--- src/rtl/drum_pkg.sv ---
// Shared definitions for the DRUM approximate multiplier.
//   lead_one_idx : index of the most significant set bit (0 for an all-zero word)
//   drum_sh_w    : width of a shift-sum field for a given operand width
// Operand words up to LOD_W bits are supported by the leading-one search.
package drum_pkg;

  localparam int LOD_W = 32;
  localparam int IDX_W = 5;

  function automatic logic [IDX_W-1:0] lead_one_idx(input logic [LOD_W-1:0] x);
    logic [IDX_W-1:0] idx;
    idx = '0;
    for (int i = 0; i < LOD_W; i++) begin
      if (x[i]) idx = IDX_W'(i);
    end
    return idx;
  endfunction

  // Wide enough for the sum of two per-operand shifts, max 2*(n-K_W).
  function automatic int drum_sh_w(input int n);
    return $clog2(n) + 1;
  endfunction

endpackage

--- src/rtl/drum_operand_prep.sv ---
// Per-operand DRUM preparation: leading-one detection, mantissa selection
// and shift amount. Purely combinational.
//   x     : unsigned operand (N_W bits)
//   mant  : K_W-bit mantissa; forced LSB of 1 when the operand is truncated
//   shift : left shift that restores the mantissa's weight
module drum_operand_prep
  import drum_pkg::*;
#(
  parameter int N_W  = 16,
  parameter int K_W  = 6,
  parameter int SH_W = 5
) (
  input  logic [N_W-1:0]  x,
  output logic [K_W-1:0]  mant,
  output logic [SH_W-1:0] shift
);

  localparam logic [IDX_W-1:0] KM1 = IDX_W'(K_W - 1);

  logic [LOD_W-1:0] x_ext;
  logic [IDX_W-1:0] k;
  logic [IDX_W-1:0] sh_raw;
  logic [K_W-1:0]   trunc;

  always_comb begin
    x_ext          = '0;
    x_ext[N_W-1:0] = x;
    k              = lead_one_idx(x_ext);
    sh_raw         = '0;
    trunc          = '0;
    mant           = x[K_W-1:0];
    shift          = '0;
    if (k > KM1) begin
      // Shifting the leading one down to bit K_W-1 keeps the K_W-2 bits
      // below it; the dropped tail is replaced by a 1 for unbiased rounding.
      sh_raw = k - KM1;
      trunc  = K_W'(x >> sh_raw);
      mant   = trunc | K_W'(1);
      shift  = SH_W'(sh_raw);
    end
  end

endmodule

--- src/rtl/drum_mul_pipe.sv ---
// Pipelined DRUM approximate unsigned multiplier with valid/ready streaming.
//   clk, rst_n           : clock, asynchronous active-low reset
//   in_valid/in_ready    : operand handshake (in_a, in_b, in_tag)
//   out_valid/out_ready  : result handshake (out_p, out_tag)
// Stages: S1 mantissas + shift sum + tag, S2 mantissa product, S3 shifted
// product. Each stage advances when empty or when the next stage advances.
// Build option DRUM_EXACT_MODE_EN adds in_exact: operations flagged with it
// return the exact in_a*in_b through the same pipeline.
module drum_mul_pipe
  import drum_pkg::*;
#(
  parameter int N_W   = 16,
  parameter int K_W   = 6,
  parameter int TAG_W = 4
) (
  input  logic               clk,
  input  logic               rst_n,
  input  logic               in_valid,
  output logic               in_ready,
  input  logic [N_W-1:0]     in_a,
  input  logic [N_W-1:0]     in_b,
  input  logic [TAG_W-1:0]   in_tag,
`ifdef DRUM_EXACT_MODE_EN
  input  logic               in_exact,
`endif
  output logic               out_valid,
  input  logic               out_ready,
  output logic [2*N_W-1:0]   out_p,
  output logic [TAG_W-1:0]   out_tag
);

  localparam int SH_W = drum_sh_w(N_W);
  localparam int P_W  = 2 * N_W;
`ifdef DRUM_EXACT_MODE_EN
  // Mantissa lanes widen to the full operand so exact ops share the multiplier.
  localparam int MW = N_W;
`else
  localparam int MW = K_W;
`endif

  typedef struct packed {
    logic [MW-1:0]    mant_a;
    logic [MW-1:0]    mant_b;
    logic [SH_W-1:0]  sh_sum;
    logic [TAG_W-1:0] tag;
  } s1_t;

  logic [K_W-1:0]  mant_a_w, mant_b_w;
  logic [SH_W-1:0] sh_a_w, sh_b_w;

  drum_operand_prep #(.N_W(N_W), .K_W(K_W), .SH_W(SH_W)) u_prep_a (
    .x     (in_a),
    .mant  (mant_a_w),
    .shift (sh_a_w)
  );

  drum_operand_prep #(.N_W(N_W), .K_W(K_W), .SH_W(SH_W)) u_prep_b (
    .x     (in_b),
    .mant  (mant_b_w),
    .shift (sh_b_w)
  );

  logic vld_p1_q, vld_p1_d;
  logic vld_p2_q, vld_p2_d;
  logic vld_p3_q, vld_p3_d;
  logic rdy_p2, rdy_p3;

  s1_t              s_p1_q, s_p1_d, s_new;
  logic [2*MW-1:0]  prod_p2_q, prod_p2_d;
  logic [SH_W-1:0]  sh_p2_q, sh_p2_d;
  logic [TAG_W-1:0] tag_p2_q, tag_p2_d;
  logic [P_W-1:0]   p_p3_q, p_p3_d;
  logic [TAG_W-1:0] tag_p3_q, tag_p3_d;

  // Ready chain: a stage may load when it is empty or its content moves on.
  always_comb begin
    rdy_p3   = !vld_p3_q || out_ready;
    rdy_p2   = !vld_p2_q || rdy_p3;
    in_ready = !vld_p1_q || rdy_p2;
    vld_p1_d = in_ready ? in_valid : vld_p1_q;
    vld_p2_d = rdy_p2   ? vld_p1_q : vld_p2_q;
    vld_p3_d = rdy_p3   ? vld_p2_q : vld_p3_q;
  end

  always_ff @(posedge clk or negedge rst_n) begin
    if (!rst_n) begin
      vld_p1_q <= 1'b0;
      vld_p2_q <= 1'b0;
      vld_p3_q <= 1'b0;
    end else begin
      vld_p1_q <= vld_p1_d;
      vld_p2_q <= vld_p2_d;
      vld_p3_q <= vld_p3_d;
    end
  end

  // ---- S1: mantissas, shift sum, tag ----
  always_comb begin
    s_new.mant_a = MW'(mant_a_w);
    s_new.mant_b = MW'(mant_b_w);
    s_new.sh_sum = sh_a_w + sh_b_w;
    s_new.tag    = in_tag;
`ifdef DRUM_EXACT_MODE_EN
    if (in_exact) begin
      s_new.mant_a = in_a;
      s_new.mant_b = in_b;
      s_new.sh_sum = '0;
    end
`endif
    s_p1_d = (in_ready && in_valid) ? s_new : s_p1_q;
  end

  always_ff @(posedge clk) begin
    s_p1_q <= s_p1_d;
  end

  // ---- S2: mantissa product ----
  always_comb begin
    prod_p2_d = prod_p2_q;
    sh_p2_d   = sh_p2_q;
    tag_p2_d  = tag_p2_q;
    if (rdy_p2 && vld_p1_q) begin
      prod_p2_d = (2*MW)'(s_p1_q.mant_a) * (2*MW)'(s_p1_q.mant_b);
      sh_p2_d   = s_p1_q.sh_sum;
      tag_p2_d  = s_p1_q.tag;
    end
  end

  always_ff @(posedge clk) begin
    prod_p2_q <= prod_p2_d;
    sh_p2_q   <= sh_p2_d;
    tag_p2_q  <= tag_p2_d;
  end

  // ---- S3: barrel shift to the output register ----
  always_comb begin
    p_p3_d   = p_p3_q;
    tag_p3_d = tag_p3_q;
    if (rdy_p3 && vld_p2_q) begin
      p_p3_d   = P_W'(prod_p2_q) << sh_p2_q;
      tag_p3_d = tag_p2_q;
    end
  end

  always_ff @(posedge clk or negedge rst_n) begin
    if (!rst_n) begin
      p_p3_q   <= '0;
      tag_p3_q <= '0;
    end else begin
      p_p3_q   <= p_p3_d;
      tag_p3_q <= tag_p3_d;
    end
  end

  assign out_valid = vld_p3_q;
  assign out_p     = p_p3_q;
  assign out_tag   = tag_p3_q;

endmodule
--- config.mk ---
export PLATFORM = sky130hd
export DESIGN_NAME = drum_mul_pipe
export DESIGN_NICKNAME = d
export VERILOG_FILES = /design/src/rtl/drum_pkg.sv /design/src/rtl/drum_operand_prep.sv /design/src/rtl/drum_mul_pipe.sv
export SDC_FILE = /design/constraint.sdc
export NUM_CORES = 1
export LEC_CHECK = 0
export CAP_MARGIN = 15
export CORE_ASPECT_RATIO = 2
export CORE_MARGIN = 2
export CORE_UTILIZATION = 40
export DETAILED_ROUTE_END_ITERATION = 10
export PLACE_DENSITY = 0.61
export SYNTH_ARGS = -nofsm -noshare
export SYNTH_HDL_FRONTEND = slang
export SYNTH_HIERARCHICAL = 1
export SYNTH_SLANG_ARGS = --single-unit
--- constraint.sdc ---
create_clock -name clk -period 5.75 [get_ports clk]
set_clock_uncertainty 0.05 [all_clocks]
set_input_delay 0.575 -clock clk [delete_from_list [all_inputs] [get_ports clk]]
set_output_delay 0.575 -clock clk [all_outputs]
set_load 0.005 [all_outputs]
==> qor.csv, run 1 <==
stage,metric,value,unit
placement,Placer Congestion,0.973,
grt,busiest grt layer,met2,
logic_synthesis,Syn Std Cell Area,6460,µm²
detailed_routing,wire per inst,18.8,µm
sta,Max Fclk,0.250,GHz
sta,Final Cycle Share,69.6,%
logic_synthesis,Synth Warn #,6,
detailed_routing,DRT iter0 DRCs,262,
sta,final slew viol count,0,
finish,"Area growth, synth to finish",18.2,%
grt,initial antenna violation count,0,
logic_synthesis,Netlist cell types,75,
logic_synthesis,Yosys reg bits,81,
sta,Final Worst Setup Slack,1.75,ns
placement,DP Worst Slack,1.44,ns
clock_tree,Worst-Skew Late Latency,0.34,ns
worst_setup_path,CP Data Required Time,5.78,ns
worst_setup_path,CP Class,primary input to flip-flop,
logic_synthesis,number of synthesized flops with an enable pin,42,
finish,fill count,1490,
sta,endpoints failing hold,0,
clock_tree,CTS root buffer,clkbuf_16,
clock_tree,post-CTS setup buffer count,0,
sta,Slew @ Worst Pin,1.05,ns
grt,grt met2 use,40.6,%
sta,Slew HR,30.2,%
die,Initial Util,40.9,%
die,I/O pin count,78,
finish,Final #Nets,777,
worst_setup_path,CP Capture Type,flip-flop,
detailed_routing,Detailed Route WL,16.8,mm
logic_synthesis,Synth Area per Inst,10.3,µm²
clock_tree,clock sink count,81,
clock_tree,Worst-path clk slew,0.06,ns
logic_synthesis,register area share after synthesis,34.6,%
power_and_ir_drop,P per Cell Area,331,nW/µm²
detailed_routing,1st-pass router iterations,4,
power_and_ir_drop,Max rail drop VDD,0.148,mV
placement,quantity of I/O buffers inserted on ports,77,
power_and_ir_drop,P_leak,3.15,nW
die,chip width,93.8,µm
grt,vias in the first global route,5523,
grt,GR Util met1,17.3,%
grt,total global-route track usage,20.1,%
die,Placeable Area,15800,µm²
sta,Fin Setup TNS,0,ns
sta,Hold WS,0.301,ns
hold_path,HP Class,primary input to asynchronous set/reset pin,
finish,FF+latch area,2240,µm²
grt,M3 GR Usage,2.17,%
finish,multi-input logic area,3890,µm²
worst_setup_path,worst path arrival time,4.03,ns
sta,crit path time final,4.00,ns
logic_synthesis,"Top FF cell, synth",edfxtp_1,
sta,"Setup violations, final",0,
clock_tree,Max H-tree Level,3,
finish,n_diodes,0,
grt,Overflow after GRT,0,
worst_setup_path,crit start category,primary input,
placement,DPL Wire Length,13.6,mm
die,Die H,184,µm
finish,fin util,48.4,%
detailed_routing,DRC viols,0,
worst_setup_path,CP max FO,9,
clock_tree,"Gates resized, CTS repair",0,
clock_tree,CTS buffer count,9,
detailed_routing,Routed Antenna Nets,0,
detailed_routing,vias per inst,5.93,
finish,share of layout cells above drive strength 1,9.05,%
clock_tree,clk buf depth,2,
flow_run,max_cap viols,0,
clock_tree,Post-CTS Hold Buffers,0,
die,die area,17200,µm²
logic_synthesis,Synthesized Nets,713,
grt,largest net degree at the start of global routing,40,
logic_synthesis,"Async S/R FF share, synth",48.1,%
finish,most frequent cells in the layout,"76 x clkdlybuf4s50_1, 68 x nand2_1, 42 x edfxtp_1, 41 x inv_1, 40 x nor2_1",
die,std cell rows,65,
finish,"most common cell after layout, fill and taps aside",clkdlybuf4s50_1,
detailed_routing,DR vias,5322,
grt,first-pass GRT wire length,27.1,mm
clock_tree,TritonCTS clock tree,yes,
logic_synthesis,Synth Instances,627,
sta,unrepaired setup endpoints after global routing,false,
run_status,status,completed,
cell usage after synthesis, types with 10 or more instances:
cell type | n | area [µm²]
nor3_1 | 12 | 60.1
o21ai_0 | 14 | 70.1
nand3_1 | 15 | 75.1
and2_1 | 32 | 200
dfrtp_1 | 39 | 976
xnor2_1 | 10 | 87.6
mux4_2 | 13 | 293
fa_1 | 18 | 360
a21oi_1 | 28 | 140
mux2i_1 | 30 | 300
clkbuf_1 | 13 | 48.8
nand2_1 | 68 | 255
ha_1 | 28 | 350
inv_1 | 41 | 154
nor2_1 | 40 | 150
nand2b_1 | 16 | 100
edfxtp_1 | 42 | 1260
metrics by stage:
step	cell area [µm²]	power, mW	instances
after global placement	7340	1.94	881
after detailed placement	7340	1.97	881
after floorplan	6460	1.59	627
after global routing	7630	2.70	897
after CTS	7630	2.55	897
final	7630	2.53	897
sequential cells by signal, summed over array words and instances (netlist names):
register / cells
out_p: 32
out_tag: 4
out_valid: 1
prod_p2_q: 12
s_p1_q: 21
sh_p2_q: 5
tag_p2_q: 4
vld_p1_q: 1
vld_p2_q: 1
per-layer routing:
metal	vias up	routed length, µm	part of all wire [%]
met4	0	1060	6.3
met5	-	0	0
li1	2465	-	-
met1	2594	5320	32
met2	191	9930	59
met3	72	511	3.0
logic make-up (layout without fill, tap and decap cells):
family,count (synthesis),count (layout),synth area share [%]
simple gates,219,219,17.2
compound gates,140,140,16.2
flops,81,81,34.6
buf+inv,69,138,5.12
mux,57,57,13.2
fa+ha+maj,46,46,11.0
xor+xnor,15,15,2.62
final timing paths:
kind	slack, ns	startpoint	end	depth (start not counted)
max	1.75	in_a[5]	s_p1_q[8]$_DFFE_PP_	17
min reg2reg	0.37	s_p1_q[0]$_DFFE_PP_	tag_p2_q[0]$_DFFE_PP_	0
min	0.30	rst_n	vld_p2_q$_DFFE_PN0P_	1
min in group clk	0.37	s_p1_q[0]$_DFFE_PP_	tag_p2_q[0]$_DFFE_PP_	0
max reg2reg	1.86	s_p1_q[18]$_DFFE_PP_	prod_p2_q[11]$_DFFE_PP_	11
max in group asynchronous	4.79	rst_n	out_tag[3]$_DFFE_PN0P_	1
worst max-delay path, stage by stage:
cell	delay (ns)
clkdlybuf4s50_1	0.63
nor2_1	0.09
a221o_1	0.36
a2111o_1	0.40
and2_4	0.19
inv_8	0.09
ha_1	0.13
nand2b_1	0.14
o21a_1	0.35
nor2_1	0.10
ha_1	0.22
inv_1	0.07
fa_1	0.20
inv_1	0.06
a21o_1	0.17
a21oi_1	0.17
xnor2_1	0.08
where the power goes:
part	switching, mW	leakage [nW]	internal (mW)
clock	0.229	0.148	0.338
sequential	0.112	0.903	0.773
combinational	0.548	2.10	0.527
total	0.889	3.15	1.64
area by class of cell:
type	instances	area share, %
clock inverters	6	0.853
repair buffers	79	10.2
multi-input cells	477	51.0
flip-flops and latches	81	29.3
well taps	201	3.30
inverters	43	2.31
clock buffers	10	3.00
No activity file was read; power rests on OpenSTA's default activity.
==> run 2, diff against run 1 <==
clock period = 3.75 ns   (was 5.75 ns; I/O delays follow)
==> qor.csv, run 2 (same netlist as run 1, synthesis figures left out) <==
stage,metric,value,unit
grt,largest net degree at the start of global routing,40,
finish,multi-input logic area,3960,µm²
placement,Placer Congestion,0.974,
power_and_ir_drop,combinational power share,45.8,%
power_and_ir_drop,sw power,1.43,mW
clock_tree,Worst-Skew Late Latency,0.34,ns
grt,total global-route track usage,21.1,%
finish,"most common cell after layout, fill and taps aside",clkdlybuf4s50_1,
detailed_routing,Detailed Route WL,17.9,mm
sta,Slew HR,35.5,%
power_and_ir_drop,Net Sw Frac,34.7,%
worst_setup_path,crit-path cells,and2_1 > fa_1 > inv_1 > fa_1 > fa_1 > inv_1 > ha_4 > a21oi_2 > o211ai_1 > o41ai_2 > xnor2_1,
detailed_routing,1st-pass router iterations,4,
die,I/O pin count,78,
detailed_routing,DRC viols,0,
finish,n_diodes,0,
detailed_routing,DRT iter0 DRCs,208,
die,chip width,93.8,µm
worst_setup_path,CP Class,flip-flop to flip-flop,
die,std cell rows,65,
detailed_routing,wire per inst,18.5,µm
grt,initial antenna violation count,0,
run_status,status,completed,
worst_setup_path,CP Capture Type,flip-flop,
clock_tree,Worst-path clk slew,0.06,ns
sta,"Setup violations, final",0,
grt,Overflow after GRT,0,
grt,first-pass GRT wire length,28.3,mm
clock_tree,clk buf depth,2,
worst_setup_path,slowest cell delay on critical path,0.50,ns
finish,FF+latch area,2240,µm²
power_and_ir_drop,sequential power share,32.8,%
hold_path,HP Class,primary input to asynchronous set/reset pin,
sta,crit path time final,3.66,ns
die,Placeable Area,15800,µm²
sta,Max Fclk,0.273,GHz
power_and_ir_drop,Max rail drop VDD,0.249,mV
grt,vias in the first global route,5899,
finish,"Area growth, synth to finish",27.8,%
clock_tree,TritonCTS clock tree,yes,
power_and_ir_drop,P_leak,3.52,nW
detailed_routing,vias per inst,5.76,
finish,fill count,1483,
sta,Final Worst Setup Slack,0.0884,ns
worst_setup_path,crit start category,flip-flop,
finish,max reg flops,32,
flow_run,max_cap viols,0,
placement,quantity of I/O buffers inserted on ports,77,
power_and_ir_drop,Clk pwr share,21.3,%
placement,DPL Wire Length,14.8,mm
worst_setup_path,"Max stage delay cell, worst path",fa_1,
power_and_ir_drop,P per Cell Area,498,nW/µm²
worst_setup_path,CP max FO,4,
clock_tree,Max H-tree Level,3,
placement,Post-DP Area,7820,µm²
finish,share of layout cells above drive strength 1,19.2,%
finish,most frequent cells in the layout,"76 x clkdlybuf4s50_1, 75 x buf_4, 66 x nand2_1, 42 x edfxtp_1, 41 x inv_1",
placement,DP Worst Slack,-0.0376,ns
worst_setup_path,CP Data Required Time,3.78,ns
worst_setup_path,Crit path top cell by count,fa_1,
detailed_routing,DR vias,5592,
detailed_routing,Routed Antenna Nets,0,
power_and_ir_drop,internal power,2.69,mW
die,die area,17200,µm²
finish,post-route cell area,8250,µm²
worst_setup_path,worst path arrival time,3.69,ns
sta,final slew viol count,0,
clock_tree,CTS root buffer,clkbuf_16,
clock_tree,clock sink count,81,
die,Initial Util,40.9,%
sta,Slew @ Worst Pin,0.968,ns
clock_tree,CTS buffer count,9,
die,Die H,184,µm
finish,Final #Nets,850,
sta,endpoints failing hold,0,
sta,Final Cycle Share,97.6,%
run 2: cell types whose count changed in the layout (fill, tap and decap cells not counted), sizes merged:
cell	delta
buf	+73
clkinv	+3
inv	-3
run 2: what timing repair did:
action,in CTS,in global routing
pin swaps,0,13
resized for setup,1,13
buffers inserted,0,9
hold buffers,0,0
setup endpoints to repair,1,4
endpoints found under the hold margin,0,0
run 2: layout make-up:
cell class	count	area share [%]
inverter	43	2.14
timing repair buffer	152	16.1
sequential	81	27.1
clock buffer	10	2.90
clock inverter	6	0.697
tap	201	3.05
multi-input combinational	477	48.0
run 2: power by group through the flow:
stage                     Clock [mW]  Sequential (mW)  Combinational, mW
after global routing           0.926             1.37               2.07
final                          0.877             1.35               1.88
after detailed placement           0             1.37               1.74
after global placement             0             1.36               1.70
after CTS                      0.898             1.35               1.75
after floorplan                    0             1.30               1.13
run 2: worst paths after layout:
kind	from	end	slack [ns]	depth (start not counted)
max	s_p1_q[19]$_DFFE_PP_	prod_p2_q[11]$_DFFE_PP_	0.09	11
min	rst_n	out_p[9]$_DFFE_PN0P_	0.09	1
max reg2reg	s_p1_q[19]$_DFFE_PP_	prod_p2_q[11]$_DFFE_PP_	0.09	11
min reg2reg	s_p1_q[0]$_DFFE_PP_	tag_p2_q[0]$_DFFE_PP_	0.37	0
max in group asynchronous	rst_n	out_tag[3]$_DFFE_PN0P_	3.01	1
min in group clk	s_p1_q[0]$_DFFE_PP_	tag_p2_q[0]$_DFFE_PP_	0.37	0
run 2: layer usage:
layer	routed length (µm)	GRT usage (%)	part of all wire (%)	up-vias
met2	10700	43.4	60	196
met5	0	0	0	-
met1	5460	17.1	30	2711
li1	-	-	-	2606
met3	499	2.17	2.8	79
met4	1260	15.8	7.0	0
run 2: metrics by stage:
step / power [mW] / TNS (ns) / instances / hold slack (ns) / util, %
2_1_floorplan: 2.43 / 0 / 627 / 0.0294 / -
3_3_place_gp: 3.06 / 0 / 945 / 0.353 / 49.5
3_5_place_dp: 3.11 / -0.0376 / 945 / 0.356 / 49.5
4_1_cts: 4.01 / 0 / 961 / 0.119 / 51.5
5_1_grt: 4.37 / -0.00619 / 970 / 0.171 / 52.3
6_report: 4.11 / 0 / 970 / 0.0893 / 52.3
run 2: critical path: cells and delay by family (launching register included):
kind | cells | cell delay (ns)
xor gates and xnor gates | 1 | 0.12
and+or+nand+nor | 1 | 0.23
AOI/OAI and AO/OA | 3 | 0.68
DFF | 1 | 0.49
adders and majority gates | 4 | 1.72
buffers and inverters | 2 | 0.11
==> run 3, diff against run 2 <==
PLACE_DENSITY = 0.72   (was 0.61)
==> qor.csv, run 3 (same netlist as run 1, synthesis figures left out) <==
stage,metric,value,unit
sta,Final Cycle Share,99.0,%
detailed_routing,Detailed Route WL,17.7,mm
detailed_routing,Routed Antenna Nets,0,
clock_tree,CTS buffer count,9,
power_and_ir_drop,P per Cell Area,514,nW/µm²
die,std cell rows,65,
sta,final slew viol count,0,
finish,fill count,1463,
detailed_routing,DR vias,5539,
placement,quantity of I/O buffers inserted on ports,77,
power_and_ir_drop,P_leak,3.49,nW
sta,Slew @ Worst Pin,0.962,ns
die,die area,17200,µm²
sta,Slew HR,35.8,%
run_status,status,completed,
power_and_ir_drop,Clk pwr share,21.1,%
worst_setup_path,worst r2r src,s_p1_q[10]$_DFFE_PP_,
grt,initial antenna violation count,0,
die,I/O pin count,78,
finish,most frequent cells in the layout,"76 x clkdlybuf4s50_1, 68 x nand2_1, 62 x buf_4, 42 x edfxtp_1, 40 x nor2_1",
clock_tree,CTS root buffer,clkbuf_16,
sta,endpoints failing hold,0,
power_and_ir_drop,Max rail drop VDD,0.242,mV
detailed_routing,vias per inst,5.76,
finish,"most common cell after layout, fill and taps aside",clkdlybuf4s50_1,
grt,Overflow after GRT,0,
power_and_ir_drop,Net Sw Frac,35.2,%
grt,vias in the first global route,5792,
power_and_ir_drop,sw power,1.49,mW
detailed_routing,DRT iter0 DRCs,172,
detailed_routing,1st-pass router iterations,4,
worst_setup_path,Crit path top cell by count,fa_1,
worst_setup_path,worst path arrival time,3.74,ns
finish,FF+latch area,2240,µm²
sta,Max Fclk,0.269,GHz
worst_setup_path,"reg-to-reg slack, setup",0.04,ns
finish,multi-input logic area,3960,µm²
worst_setup_path,CP max FO,5,
detailed_routing,met3 wire length,357,µm
finish,n_diodes,0,
detailed_routing,wire per inst,18.4,µm
detailed_routing,Post-Route M1 WL,5.75,mm
power_and_ir_drop,internal power,2.74,mW
finish,max reg flops,32,
finish,"Area growth, synth to finish",27.5,%
die,Placeable Area,15800,µm²
worst_setup_path,crit start category,flip-flop,
finish,share of layout cells above drive strength 1,18.9,%
die,Initial Util,40.9,%
detailed_routing,DR top layer,met4,
grt,largest net degree at the start of global routing,40,
power_and_ir_drop,Pwr Total,4.23,mW
clock_tree,TritonCTS clock tree,yes,
clock_tree,Worst-Skew Late Latency,0.33,ns
flow_run,max_cap viols,0,
power_and_ir_drop,sequential power share,31.9,%
grt,total global-route track usage,20.4,%
hold_path,HP Class,primary input to asynchronous set/reset pin,
worst_setup_path,worst r2r path cells,12,
grt,first-pass GRT wire length,27.8,mm
finish,fin util,52.2,%
worst_setup_path,CP Data Required Time,3.78,ns
sta,"Setup violations, final",0,
placement,DPL Wire Length,14.2,mm
die,chip width,93.8,µm
worst_setup_path,Worst R2R End,prod_p2_q[10]$_DFFE_PP_,
detailed_routing,met2 wire length,10.7,mm
power_and_ir_drop,combinational power share,47.1,%
placement,Placer Congestion,1.01,
clock_tree,Max H-tree Level,3,
detailed_routing,DRC viols,0,
worst_setup_path,CP Capture Type,flip-flop,
clock_tree,clk buf depth,2,
sta,crit path time final,3.71,ns
die,Die H,184,µm
clock_tree,Worst-path clk slew,0.07,ns
finish,Final #Nets,841,
worst_setup_path,crit-path cells,and2_4 > fa_1 > inv_2 > fa_1 > fa_1 > inv_2 > ha_4 > buf_6 > nand3_2 > o211ai_1 > o41ai_2 > xnor2_1,
clock_tree,clock sink count,81,
worst_setup_path,"Max stage delay cell, worst path",fa_1,
worst_setup_path,CP Class,flip-flop to flip-flop,
worst_setup_path,slowest cell delay on critical path,0.55,ns
[run 3: cell types whose count changed in the layout (fill, tap and decap cells not counted), sizes merged]
cell	delta
inv	+1
clkinvlp	+2
buf	-9
clkbuf	+2
bufinv	-1
clkinv	-4
[run 3: metal layers]
metal | track usage (%) | vias up
li1 | - | 2585
met1 | 17.2 | 2756
met2 | 42.4 | 144
met3 | 2.38 | 54
met4 | 12.4 | 0
met5 | 0 | -
[run 3: critical path, delay by kind of cell (launching register included)]
family / cells / cell delay [ns]
XOR/XNOR: 1 / 0.12
AO/OA/AOI/OAI: 2 / 0.58
flip-flops: 1 / 0.47
AND/OR/NAND/NOR: 2 / 0.27
buffers and inverters: 3 / 0.22
adder cells (fa/ha/maj): 4 / 1.75
[run 3: timing repair]
item,in CTS,in global routing
buffers inserted,0,9
endpoints found under the setup margin,2,4
hold buffers,0,0
pin swaps,0,21
resized for setup,3,17
hold endpoints to repair,0,0
[run 3: cell type report]
cell class	instances	area share (%)
clock buffers	12	3.37
repair buffers	143	15.7
well taps	201	3.05
clock inverters	4	0.395
multi-input cells	477	48.1
flip-flops and latches	81	27.2
inverters	43	2.14
[run 3: how the worst max path moves through the flow]
stage,startpoint,to,cells after the start
5_1_grt,s_p1_q[18]$_DFFE_PP_,prod_p2_q[10]$_DFFE_PP_,12
4_1_cts,s_p1_q[11]$_DFFE_PP_,prod_p2_q[11]$_DFFE_PP_,11
3_3_place_gp,in_b[3],s_p1_q[8]$_DFFE_PP_,16
6_report,s_p1_q[10]$_DFFE_PP_,prod_p2_q[10]$_DFFE_PP_,12
3_5_place_dp,in_b[3],s_p1_q[8]$_DFFE_PP_,16
2_1_floorplan,s_p1_q[18]$_DFFE_PP_,prod_p2_q[11]$_DFFE_PP_,11
[run 3: through the flow]
step	hold slack (ns)	area [µm²]	setup TNS, ns	setup slack (ns)	cells
2_1_floorplan	0.0294	6460	0	0.232	627
3_3_place_gp	0.353	7770	-0.334	-0.150	936
3_5_place_dp	0.356	7770	-0.445	-0.150	936
4_1_cts	0.124	8100	0	0.0368	952
5_1_grt	0.171	8230	-0.0307	-0.0254	961
6_report	0.103	8230	0	0.0369	961
[run 3: power by group through the flow]
stage	sequential, mW	clock [mW]	combinational (mW)
floorplan	1.30	0	1.13
global placement	1.35	0	1.66
detailed placement	1.37	0	1.73
CTS	1.35	0.907	1.77
global route	1.37	0.939	2.17
finish	1.35	0.891	1.99
